`src/rtl/ps2_pkg.sv`:
```
// Shared types and constants for the PS/2 scan-code receiver and downstream key decode.
package ps2_pkg;

    typedef enum logic [1:0] {
        IDLE,
        DATA,
        PARITY,
        STOP
    } ps2_state_t;

    localparam logic [7:0] PS2_EXT = 8'hE0;
    localparam logic [7:0] PS2_BRK = 8'hF0;

    localparam logic [7:0] KEY_W = 8'h1D;
    localparam logic [7:0] KEY_A = 8'h1C;
    localparam logic [7:0] KEY_S = 8'h1B;
    localparam logic [7:0] KEY_D = 8'h23;

endpackage

```
`src/rtl/ps2_line_filter.sv`:
```
// Synchronizes raw PS/2 clock/data, debounces the clock and strobes its filtered falling edge.
module ps2_line_filter #(
    parameter int unsigned SYNC_STAGES = 2,
    parameter int unsigned FILT_LEN    = 8
) (
    input  logic clk,
    input  logic rst,
    input  logic raw_clk,
    input  logic raw_data,
    output logic data_s,
    output logic fall
);

    localparam int unsigned CntW = $clog2(FILT_LEN + 1);

    logic [SYNC_STAGES-1:0] clk_sync_q, clk_sync_d;
    logic [SYNC_STAGES-1:0] data_sync_q, data_sync_d;
    logic                   filt_q, filt_d;
    logic [CntW-1:0]        cnt_q, cnt_d;
    logic                   clk_s;

    assign clk_s  = clk_sync_q[SYNC_STAGES-1];
    assign data_s = data_sync_q[SYNC_STAGES-1];

    always_comb begin
        clk_sync_d  = {clk_sync_q[SYNC_STAGES-2:0], raw_clk};
        data_sync_d = {data_sync_q[SYNC_STAGES-2:0], raw_data};
        filt_d      = filt_q;
        cnt_d       = '0;
        fall        = 1'b0;
        // Any agreeing sample restarts the run of disagreeing ones.
        if (clk_s != filt_q) begin
            if (cnt_q == CntW'(FILT_LEN - 1)) begin
                filt_d = clk_s;
                fall   = filt_q;
            end else begin
                cnt_d = cnt_q + 1'b1;
            end
        end
    end

    always_ff @(posedge clk or posedge rst) begin
        if (rst) begin
            clk_sync_q  <= '1;
            data_sync_q <= '1;
            filt_q      <= 1'b1;
            cnt_q       <= '0;
        end else begin
            clk_sync_q  <= clk_sync_d;
            data_sync_q <= data_sync_d;
            filt_q      <= filt_d;
            cnt_q       <= cnt_d;
        end
    end

endmodule

```
`src/rtl/ps2_scancode_receiver.sv`:
```
// PS/2 device-to-host receiver: deframes bytes, strips E0/F0 prefixes, strobes clean scan codes.
// Optional PS2_TIMEOUT_EN aborts a partial frame after TIMEOUT_CYC cycles without a clock edge.
module ps2_scancode_receiver
    import ps2_pkg::*;
#(
    parameter int unsigned SYNC_STAGES = 2,
    parameter int unsigned FILT_LEN    = 8,
    parameter int unsigned TIMEOUT_CYC = 50000
) (
    input  logic       clk,
    input  logic       rst,
    input  logic       ps2_clk,
    input  logic       ps2_data,
    output logic [7:0] code,
    output logic       code_valid,
    output logic       is_break,
    output logic       is_extended,
    output logic       parity_err,
    output logic       frame_err,
    output logic       busy
);

    if (SYNC_STAGES < 2 || FILT_LEN < 1 || TIMEOUT_CYC < 2) begin : g_bad_params
        $error("ps2_scancode_receiver: illegal parameter value");
    end

    logic data_s, fall;

    ps2_line_filter #(
        .SYNC_STAGES(SYNC_STAGES),
        .FILT_LEN   (FILT_LEN)
    ) u_line_filter (
        .clk     (clk),
        .rst     (rst),
        .raw_clk (ps2_clk),
        .raw_data(ps2_data),
        .data_s  (data_s),
        .fall    (fall)
    );

    ps2_state_t state_q, state_d;
    logic [2:0] bit_cnt_q, bit_cnt_d;
    logic [7:0] shift_q, shift_d;
    logic       parity_q, parity_d;
    logic       ext_q, ext_d;
    logic       brk_q, brk_d;
    logic [7:0] code_q, code_d;
    logic       is_break_q, is_break_d;
    logic       is_ext_q, is_ext_d;
    logic       code_valid_q, code_valid_d;
    logic       parity_err_q, parity_err_d;
    logic       frame_err_q, frame_err_d;
    logic       busy_q, busy_d;

`ifdef PS2_TIMEOUT_EN
    localparam int unsigned TmoW = $clog2(TIMEOUT_CYC + 1);
    logic [TmoW-1:0] tmo_q, tmo_d;
`endif

    always_comb begin
        state_d      = state_q;
        bit_cnt_d    = bit_cnt_q;
        shift_d      = shift_q;
        parity_d     = parity_q;
        ext_d        = ext_q;
        brk_d        = brk_q;
        code_d       = code_q;
        is_break_d   = is_break_q;
        is_ext_d     = is_ext_q;
        code_valid_d = 1'b0;
        parity_err_d = 1'b0;
        frame_err_d  = 1'b0;

        if (fall) begin
            unique case (state_q)
                IDLE: begin
                    if (!data_s) begin
                        state_d   = DATA;
                        bit_cnt_d = '0;
                    end
                end
                DATA: begin
                    shift_d = {data_s, shift_q[7:1]};
                    if (bit_cnt_q == 3'd7) begin
                        state_d   = PARITY;
                        bit_cnt_d = '0;
                    end else begin
                        bit_cnt_d = bit_cnt_q + 3'd1;
                    end
                end
                PARITY: begin
                    parity_d = data_s;
                    state_d  = STOP;
                end
                STOP: begin
                    state_d = IDLE;
                    if (!data_s) begin
                        frame_err_d = 1'b1;
                        ext_d       = 1'b0;
                        brk_d       = 1'b0;
                    end else if (^{shift_q, parity_q} != 1'b1) begin
                        parity_err_d = 1'b1;
                        ext_d        = 1'b0;
                        brk_d        = 1'b0;
                    end else if (shift_q == PS2_EXT) begin
                        ext_d = 1'b1;
                    end else if (shift_q == PS2_BRK) begin
                        brk_d = 1'b1;
                    end else begin
                        code_d       = shift_q;
                        is_ext_d     = ext_q;
                        is_break_d   = brk_q;
                        code_valid_d = 1'b1;
                        ext_d        = 1'b0;
                        brk_d        = 1'b0;
                    end
                end
                default: state_d = IDLE;
            endcase
        end

`ifdef PS2_TIMEOUT_EN
        tmo_d = (fall || state_q == IDLE) ? '0 : tmo_q + 1'b1;
        // Abort on the cycle the counter would reach TIMEOUT_CYC; fall takes precedence.
        if (state_q != IDLE && !fall && tmo_q == TmoW'(TIMEOUT_CYC - 1)) begin
            state_d     = IDLE;
            frame_err_d = 1'b1;
            ext_d       = 1'b0;
            brk_d       = 1'b0;
            bit_cnt_d   = '0;
            tmo_d       = '0;
        end
`endif

        busy_d = (state_d != IDLE);
    end

    always_ff @(posedge clk or posedge rst) begin
        if (rst) begin
            state_q      <= IDLE;
            bit_cnt_q    <= '0;
            shift_q      <= '0;
            parity_q     <= 1'b0;
            ext_q        <= 1'b0;
            brk_q        <= 1'b0;
            code_q       <= '0;
            is_break_q   <= 1'b0;
            is_ext_q     <= 1'b0;
            code_valid_q <= 1'b0;
            parity_err_q <= 1'b0;
            frame_err_q  <= 1'b0;
            busy_q       <= 1'b0;
        end else begin
            state_q      <= state_d;
            bit_cnt_q    <= bit_cnt_d;
            shift_q      <= shift_d;
            parity_q     <= parity_d;
            ext_q        <= ext_d;
            brk_q        <= brk_d;
            code_q       <= code_d;
            is_break_q   <= is_break_d;
            is_ext_q     <= is_ext_d;
            code_valid_q <= code_valid_d;
            parity_err_q <= parity_err_d;
            frame_err_q  <= frame_err_d;
            busy_q       <= busy_d;
        end
    end

`ifdef PS2_TIMEOUT_EN
    always_ff @(posedge clk or posedge rst) begin
        if (rst) begin
            tmo_q <= '0;
        end else begin
            tmo_q <= tmo_d;
        end
    end
`endif

    assign code        = code_q;
    assign code_valid  = code_valid_q;
    assign is_break    = is_break_q;
    assign is_extended = is_ext_q;
    assign parity_err  = parity_err_q;
    assign frame_err   = frame_err_q;
    assign busy        = busy_q;

endmodule

```
`config.mk`:
```
export PLATFORM = sky130hd
export DESIGN_NAME = ps2_scancode_receiver
export DESIGN_NICKNAME = d
export VERILOG_FILES = /design/src/rtl/ps2_pkg.sv /design/src/rtl/ps2_line_filter.sv /design/src/rtl/ps2_scancode_receiver.sv
export SDC_FILE = /design/constraint.sdc
export NUM_CORES = 1
export LEC_CHECK = 0
export ABC_AREA = 1
export CAP_MARGIN = 30
export CORE_MARGIN = 2
export CORE_UTILIZATION = 50
export CTS_CLUSTER_DIAMETER = 30
export DETAILED_ROUTE_END_ITERATION = 12
export PLACE_DENSITY_LB_ADDON = 0.15
export REMOVE_ABC_BUFFERS = 1
export SYNTH_ARGS = -nofsm -noshare
export SYNTH_HDL_FRONTEND = slang
export SYNTH_HIERARCHICAL = 1
export SYNTH_SLANG_ARGS = --single-unit
```
`constraint.sdc`:
```
create_clock -name clk -period 2.2 [get_ports clk]
set_input_delay 0.33 -clock clk [delete_from_list [all_inputs] [get_ports clk]]
set_output_delay 0.33 -clock clk [all_outputs]
set_load 0.05 [all_outputs]
```
## Word-level counts from Yosys, hierarchy flattened

Index checks and enable logic that the tools add are counted.

| operators by class | value |
|---|---|
| $add $sub $neg | 2 |
| equal/unequal tests | 11 |
| muxes and demuxes | 32 |
| bitwise operators | 2 |
| reduce and logical (&&, ||, !) cells | 11 |

Operators with widths:

| cell | number |
|---|---|
| $mux W1 | 23 |
| $eq A8 B8 Y1 const B | 2 |
| $reduce_and A3 Y1 | 3 |
| $reduce_xor A9 Y1 | 1 |
| $mux W4 | 2 |
| $pmux W2 S4 | 1 |
| $mux W2 | 3 |
| $mux W3 | 2 |
| $pmux W3 S2 | 1 |
| $reduce_and A2 Y1 | 3 |
| $reduce_and A6 Y1 | 1 |
| $add A4 B1 Y4 const B | 1 |
| $eq A2 B2 Y1 const B | 2 |
| $eq A4 B3 Y1 const B | 1 |
| $ne A4 B4 Y1 const B | 1 |
| $reduce_bool A2 Y1 | 2 |
| $add A3 B1 Y3 const B | 1 |
| $eq A3 B3 Y1 const B | 1 |
| $ne A3 B3 Y1 const B | 1 |
| $eq A2 B1 Y1 const B | 1 |
| $logic_not A2 Y1 | 1 |
| $ne A2 B2 Y1 const B | 1 |
| $not A1 Y1 | 2 |
| $ne A1 B1 Y1 | 1 |

| word-level totals | value |
|---|---|
| register bits after elaboration | 39 |
| output and inout port bits | 14 |
| word-level logic and storage cells | 75 |

## Logic depth before layout (Yosys ltp)

Gate-level depths: netlist of the first run.

| logic depth | value |
|---|---|
| depth in word-level cells | 7 |
| depth in mapped cells | 14 |
| depth with buffers taken out | 14 |

## Modules after synthesis

The synthesis of the first run kept the hierarchy.

Modules (own cells, without submodules):

| module | times used | cells an instance | area an instance (um^2) | seq. area each (um^2) |
|---|---|---|---|---|
| ps2_scancode_receiver | 1 | 163 | 1412.6 | 750.7 |
| ps2_line_filter | 1 | 35 | 350.3 | 231.5 |

## Worst setup path before layout of the first run

No wires, ideal clock.

| timing path | value |
|---|---|
| kind | register to register |
| from | reg u_line_filter.cnt_q[0] |
| to | reg is_break_q, in the netlist is_break |
| setup time | 0.118 ns |
| data arrival time | 1.914 ns |
| slack | 0.168 ns |
| stages on the path, launching flop included | 12 |
| buffers on the path | 1 |
| clock period less this slack | 2.032 ns |
| cell sequence | dfrtp_1 -> ha_1 -> nand3_1 -> nor2_1 -> nand2_2 -> nor2_4 -> nand2_1 -> nor3_2 -> nand2_4 -> buf_8 -> nand2_1 -> nand2_1 |

| between the ends | value |
|---|---|
| cells in the longest elaborated chain, start to end | 4 |

RTL lines:

| item | line | source |
|---|---|---|
| start: declaration | ps2_line_filter.sv:19 | `logic [CntW-1:0] cnt_q, cnt_d;` |
| start signal: assignment | ps2_line_filter.sv:52 | `cnt_q <= cnt_d;` |
| $eq A4 B3 Y1 | ps2_line_filter.sv:33 | `if (cnt_q == CntW'(FILT_LEN - 1)) begin` |
| $mux W1 | ps2_line_filter.sv:33 |  |
| $mux W1 | ps2_line_filter.sv:32 | `if (clk_s != filt_q) begin` |
| net fall | ps2_scancode_receiver.sv:27 | `logic data_s, fall;` |
| $reduce_and A6 Y1 (no line) | - |  |
| end signal: assignment | ps2_scancode_receiver.sv:161 | `is_break_q <= is_break_d;` |
| end: declaration | ps2_scancode_receiver.sv:48 | `logic is_break_q, is_break_d;` |

The timed path passes the listed nets, and every way through them passes these cells.
A chain may end at the register's enable or synchronous reset.

## Worst setup path in the final report of the first run

Same ends and word-level chain as after synthesis.

==> results_dict.tcl, run 1 <==
set metrics [dict create \
    min_path_type "in -> async" \
    drt_wl_total_um 3190 \
    cts_sinks 39 \
    die_y_um 63.4 \
    worstPathCellList "ha_1, nand3_1, nor2_2, nand2_2, nor2_4, nand2_1, nor3_4, nand2_4, nand2_1, nand2_1" \
    num_rows 21 \
    place_congestion 0.846 \
    crit_required_ns 2.45 \
    p_leak_nw 1.03 \
    cts_made_buffers 5 \
    yosysTopAreaCellShare_pct 48.3 \
    critPathBufInv 0 \
    synth_edf_count 0 \
    grt_pass1_wl_um 5840 \
    design_power_total_mw 1.27 \
    relSlewSlack_pct 66.4 \
    grt_start_max_net_pins 31 \
    cp.arrival_ns 2.18 \
    start_kind "flop" \
    port_buffers 17 \
    grt.overflow.total 0 \
    cts_max_level 2 \
    root_buffer "clkbuf_4" \
    status "finished, final reports clean" \
    synth_seq_area_share_pct 55.7 \
    drtPass1Iterations 4 \
    p_per_area_nw_per_um2 610 \
    synth_commonest_cells "nand2_1, dfrtp_1, inv_1" \
    slowest_stage "dfrtp_1" \
    crit_path_end_kind "flop" \
    synth_top_family_by_area "simple AND/OR/NAND/NOR gates" \
    critPathKind "reg -> reg" \
    core-area_um2 3360 \
    vias 1384 \
    antenna_found_initial 0 \
    grtUsageTotal_pct 18.6 \
    drt_iter0_drc 110 \
    yosys.area_share.simple_pct 23.7 \
    final_util_pct 61.8 \
    hold_violations 0 \
    die_w_um 63.4 \
    ioPinCount 18 \
    yosysUniqueCellTypes 28 \
    synth_top_area_cell "dfrtp_1" \
    place_hpwl_um 2290 \
    setup_viol 0 \
    wl_per_cell_um 11.8 \
    diodes 0 \
    max_freq_mhz 519 \
    critPathMaxStageDelay_ns 0.40 \
    synthMuxAreaShare_pct 0 \
    drive_gt1_share_pct 17.8 \
    place_inst 261 \
    drv_cap 0 \
    syn_inst 198 \
    synth_compound_area_share_pct 9.23 \
    async_flop_share_pct 100 \
    peakVddDrop_v 0.000384 \
    clockBufferDepth 2 \
    dieArea_um2 4020 \
    synth.avg_cell_area_um2 8.90 \
    tns_ns 0 \
    min_period_ns 1.93 \
    synthToLayoutAreaGrowth_pct 17.8 \
    fin_skew_ns 0.0201 \
    whs_ns 0.256 \
    ant_nets 0 \
    synth_most_common_cell "nand2_1" \
    finalCritPeriodShare_pct 87.6 \
    netlist_area_um2 1760 \
    cts_tree "yes" \
    synthFlopType "dfrtp_1" \
    synthTopCellsByArea "dfrtp_1, nand2_1, dfstp_2" \
    synth_warnings 6 \
    grt_pass1_vias 1359 \
    vias_per_cell 5.11 \
    synth_adder_area_share_pct 2.13 \
    final_cells 271 \
    drc_errors 0 \
    worstMarginPinSlew_ns 0.502 \
    synth_xor_area_share_pct 1.49 \
    ys_seq_elements 39 \
    clkSlewWorstSetupHoldPaths_ns 0.12 \
    crit_fanout 9 \
    final_max_slew_viol_count 0 \
    nets 231 \
    critical_path.most_common_cell "nand2_1" \
    initial_core_util_pct 52.4 \
    crit_family "simple AND/OR/NAND/NOR gates" \
    clk_latency_ns 0.34 \
    nFillCells 310 \
]
[logic make-up (layout without fill, tap and decap cells)]
group,Yosys count,count (layout)
simple gates,95,96
flops,39,39
compound gates,25,25
buf+inv,33,59
fa+ha+maj,3,3
xor+xnor,3,3
[cell usage in the layout, fill, tap and decap left out, drive strengths merged]
cell type,count
buf,4
xor2,1
clkdlybuf4s50,17
clkinv,3
clkbuf,7
dfstp,5
nor3,2
nand3,9
or2,2
inv,28
nand4,7
o21ai,19
a21oi,2
nor2,11
o22ai,3
dfrtp,34
ha,3
o311ai,1
xnor2,2
nand2,65
[metal layers]
layer  vias to the layer above  track usage (%)  wire (um)
met5                         -                0          0
met4                         0             8.42         63
met3                         9             4.46        126
met2                        32             33.4       1690
met1                       658             20.8       1310
li1                        685                -          -
[registers in the layout, summed over array words and instances, names as in the netlist]
signal / cells
frame_err: 1
u_line_filter/clk_sync_q: 2
parity_q: 1
u_line_filter/data_sync_q: 2
parity_err: 1
state_q: 2
is_break: 1
ext_q: 1
busy: 1
u_line_filter/cnt_q: 4
code: 8
shift_q: 8
brk_q: 1
bit_cnt_q: 3
code_valid: 1
u_line_filter/filt_q: 1
is_extended: 1
[metrics by stage]
| stage | area [um^2] | setup slack, ns |
|---|---|---|
| floorplan | 1740 | 0.208 |
| finish | 2080 | 0.272 |
| global placement | 1990 | 0.300 |
| CTS | 2050 | 0.190 |
| global route | 2080 | -0.0117 |
| detailed placement | 1990 | 0.198 |
[layout make-up]
type / count / area (um^2) / area share [%]
clock buffer: 7 / 55.1 / 2.65
clock inverter: 1 / 5.00 / 0.241
inverter: 30 / 113 / 5.42
multi-input combinational: 127 / 664 / 32.0
sequential: 39 / 982 / 47.3
tap: 46 / 57.6 / 2.77
timing repair buffer: 21 / 200 / 9.64
[where the power goes]
part | leakage (nW) | internal, mW | switching, mW
clock network | 0.0353 | 0.155 | 0.223
logic | 0.465 | 0.0437 | 0.0634
registers | 0.525 | 0.755 | 0.0266
[repair_timing]
item,CTS,global route
setup buffers,0,1
hold buffers,0,0
gates resized for setup,0,3
setup endpoints to repair,0,11
[final timing paths]
path                                                   from                           to  slack (ns)  depth (start not counted)
worst max-delay path                 u_line_filter/cnt_q[0]                     is_break        0.27                         10
worst min-delay path                                    rst       u_line_filter/cnt_q[2]        0.26                          2
worst max register to register       u_line_filter/cnt_q[0]                     is_break        0.27                         10
worst min register to register  u_line_filter/clk_sync_q[0]  u_line_filter/clk_sync_q[1]        0.36                          0
max in group asynchronous                               rst                   parity_err        1.52                          3
min in group clk                u_line_filter/clk_sync_q[0]  u_line_filter/clk_sync_q[1]        0.36                          0
(Power assumes the default switching activity.)
==> run 2: changes to the inputs <==
--- a/constraint.sdc
+++ b/constraint.sdc
@@ -3,2 +3,2 @@
 set_output_delay 0.33 -clock clk [all_outputs]
-set_load 0.05 [all_outputs]
+set_load 0.02 [all_outputs]
==> results of run 2 <==
Same layout as run 1 (identical final DEF). Status: finished, final reports clean.
==> run 3: changes to the inputs <==
CELL_PAD_IN_SITES_DETAIL_PLACEMENT = 0   (was unset)
CELL_PAD_IN_SITES_GLOBAL_PLACEMENT = 1   (was unset)
CORE_UTILIZATION = 38   (was 50)
==> results_dict.tcl, run 3 (synthesized netlist as in run 1, its figures left out) <==
set metrics [dict create \
    grt_pass1_wl_um 5700 \
    cts_max_level 2 \
    setup_viol 0 \
    final_cells 276 \
    design_power_total_mw 1.34 \
    grt_pass1_vias 1308 \
    setup_slack_ns 0.263 \
    place_congestion 0.798 \
    pwr-share-clk_pct 34.7 \
    crit_start "u_line_filter/cnt_q[0]" \
    critPathMaxStageDelay_ns 0.39 \
    switchingPower_uw 326 \
    p_comb_share_pct 7.0 \
    drt_iter0_drc 67 \
    hold_violations 0 \
    diodes 0 \
    grtUsageTotal_pct 14.3 \
    regArea_um2 982 \
    clkSlewWorstSetupHoldPaths_ns 0.07 \
    critical_path.most_common_cell "nand2_1" \
    port_buffers 17 \
    cts_sinks 39 \
    dieArea_um2 5200 \
    crit_path_end_kind "flop" \
    num_rows 24 \
    antenna_found_initial 0 \
    clk_latency_ns 0.29 \
    nets 230 \
    sw_frac_of_total_pct 24.3 \
    synthToLayoutAreaGrowth_pct 19.0 \
    drtPass1Iterations 6 \
    whs_ns 0.311 \
    core-area_um2 4410 \
    ioPinCount 18 \
    place_inst 267 \
    vias 1367 \
    rsz0062_at_grt "no" \
    cts_made_buffers 5 \
    drv_cap 0 \
    min_period_ns 1.94 \
    drc_errors 0 \
    final_max_slew_viol_count 0 \
    p_leak_nw 1.03 \
    final_common_cell "nand2_1" \
    worstMarginPinSlew_ns 0.395 \
    critPathKind "reg -> reg" \
    start_kind "flop" \
    die_y_um 72.1 \
    ant_nets 0 \
    wl_per_cell_um 11.9 \
    root_buffer "clkbuf_8" \
    cts_resized 0 \
    cp.arrival_ns 2.17 \
    fin_skew_ns 0.00476 \
    drt_wl_total_um 3290 \
    initial_core_util_pct 39.9 \
    finalCritPeriodShare_pct 88.0 \
    die_w_um 72.1 \
    multi_input_area_um2 664 \
    status "finished, final reports clean" \
    cts_tree "yes" \
    max_freq_mhz 516 \
    crit_required_ns 2.44 \
    p_int_mw 1.01 \
    clockBufferDepth 2 \
    grt.overflow.total 0 \
    tns_ns 0 \
    relSlewSlack_pct 73.7 \
    peakVddDrop_v 0.000288 \
    grt_start_max_net_pins 31 \
    dp_slack_ns 0.201 \
    nFillCells 426 \
    crit_fanout 10 \
    pwr-share-seq_pct 58.3 \
    slowest_stage "dfrtp_1" \
    drive_gt1_share_pct 17.0 \
    timing.rr.start "u_line_filter/cnt_q[0]" \
    place_hpwl_um 2320 \
    post_cts_buffers 0 \
    holdBufCountCts 0 \
    layout_common_cells "nand2_1, dfrtp_1, inv_1" \
    min_path_type "in -> async" \
    p_per_area_nw_per_um2 638 \
    vias_per_cell 4.95 \
    worstPathCellList "ha_1, nand3_1, nor2_2, nand2_2, nor2_4, nand2_1, nor3_4, nand2_4, inv_1, nand2_1, nand2_1" \
]
## run 3: changes by cell type in the layout (fill, tap and decap cells not counted)
cell	previous run	this run
clkbuf_4	5	0
clkbuf_8	1	5
buf_4	4	3
clkbuf_1	1	2
## run 3: routing by layer
layer	GRT usage [%]	routed length, um	vias to the layer above	part of all wire [%]
met5	0	0	-	0
met4	4.61	51	0	1.6
met3	5.56	156	8	4.7
met2	23.3	1630	28	50
met1	17.3	1440	653	44
li1	-	-	678	-
## run 3: final timing paths
path                                           endpoint  slack (ns)  cells after the start
setup / recovery                               is_break        0.26                     11
hold / removal                   u_line_filter/cnt_q[1]        0.31                      2
setup reg to reg                               is_break        0.26                     11
hold reg to reg            u_line_filter/data_sync_q[1]        0.36                      0
max in group asynchronous                      parity_q        1.47                      3
min in group clk           u_line_filter/data_sync_q[1]        0.36                      0
## run 3: power groups by stage
stage                     sequential, mW  clock [mW]  combinational, mW
final                              0.781       0.464             0.0937
after global routing               0.787       0.515              0.109
after CTS                          0.780       0.477             0.0956
after detailed placement           0.794           0             0.0938
after global placement             0.792           0             0.0930
after floorplan                    0.790           0             0.0695
## run 3: final cells by class
cell class	count	area share (%)
Sequential cell	39	46.8
Multi-Input combinational cell	127	31.7
Timing Repair Buffer	20	9.18
Inverter	30	5.37
Clock buffer	7	3.64
Tap cell	52	3.10
Clock inverter	1	0.239
## run 3: worst max-delay path: cells and delay by family, from the launching register on
family | cells | cell delay [ns]
DFF | 1 | 0.39
and+or+nand+nor | 9 | 1.15
adders and majority gates | 1 | 0.22
buffers and inverters | 1 | 0.12
## run 3: through the flow
step | utilization [%] | instance area (um^2)
CTS | 47.1 | 2080
floorplan | - | 1740
global route | 47.5 | 2100
detailed placement | 45.2 | 2000
global placement | 45.2 | 2000
finish | 47.5 | 2100
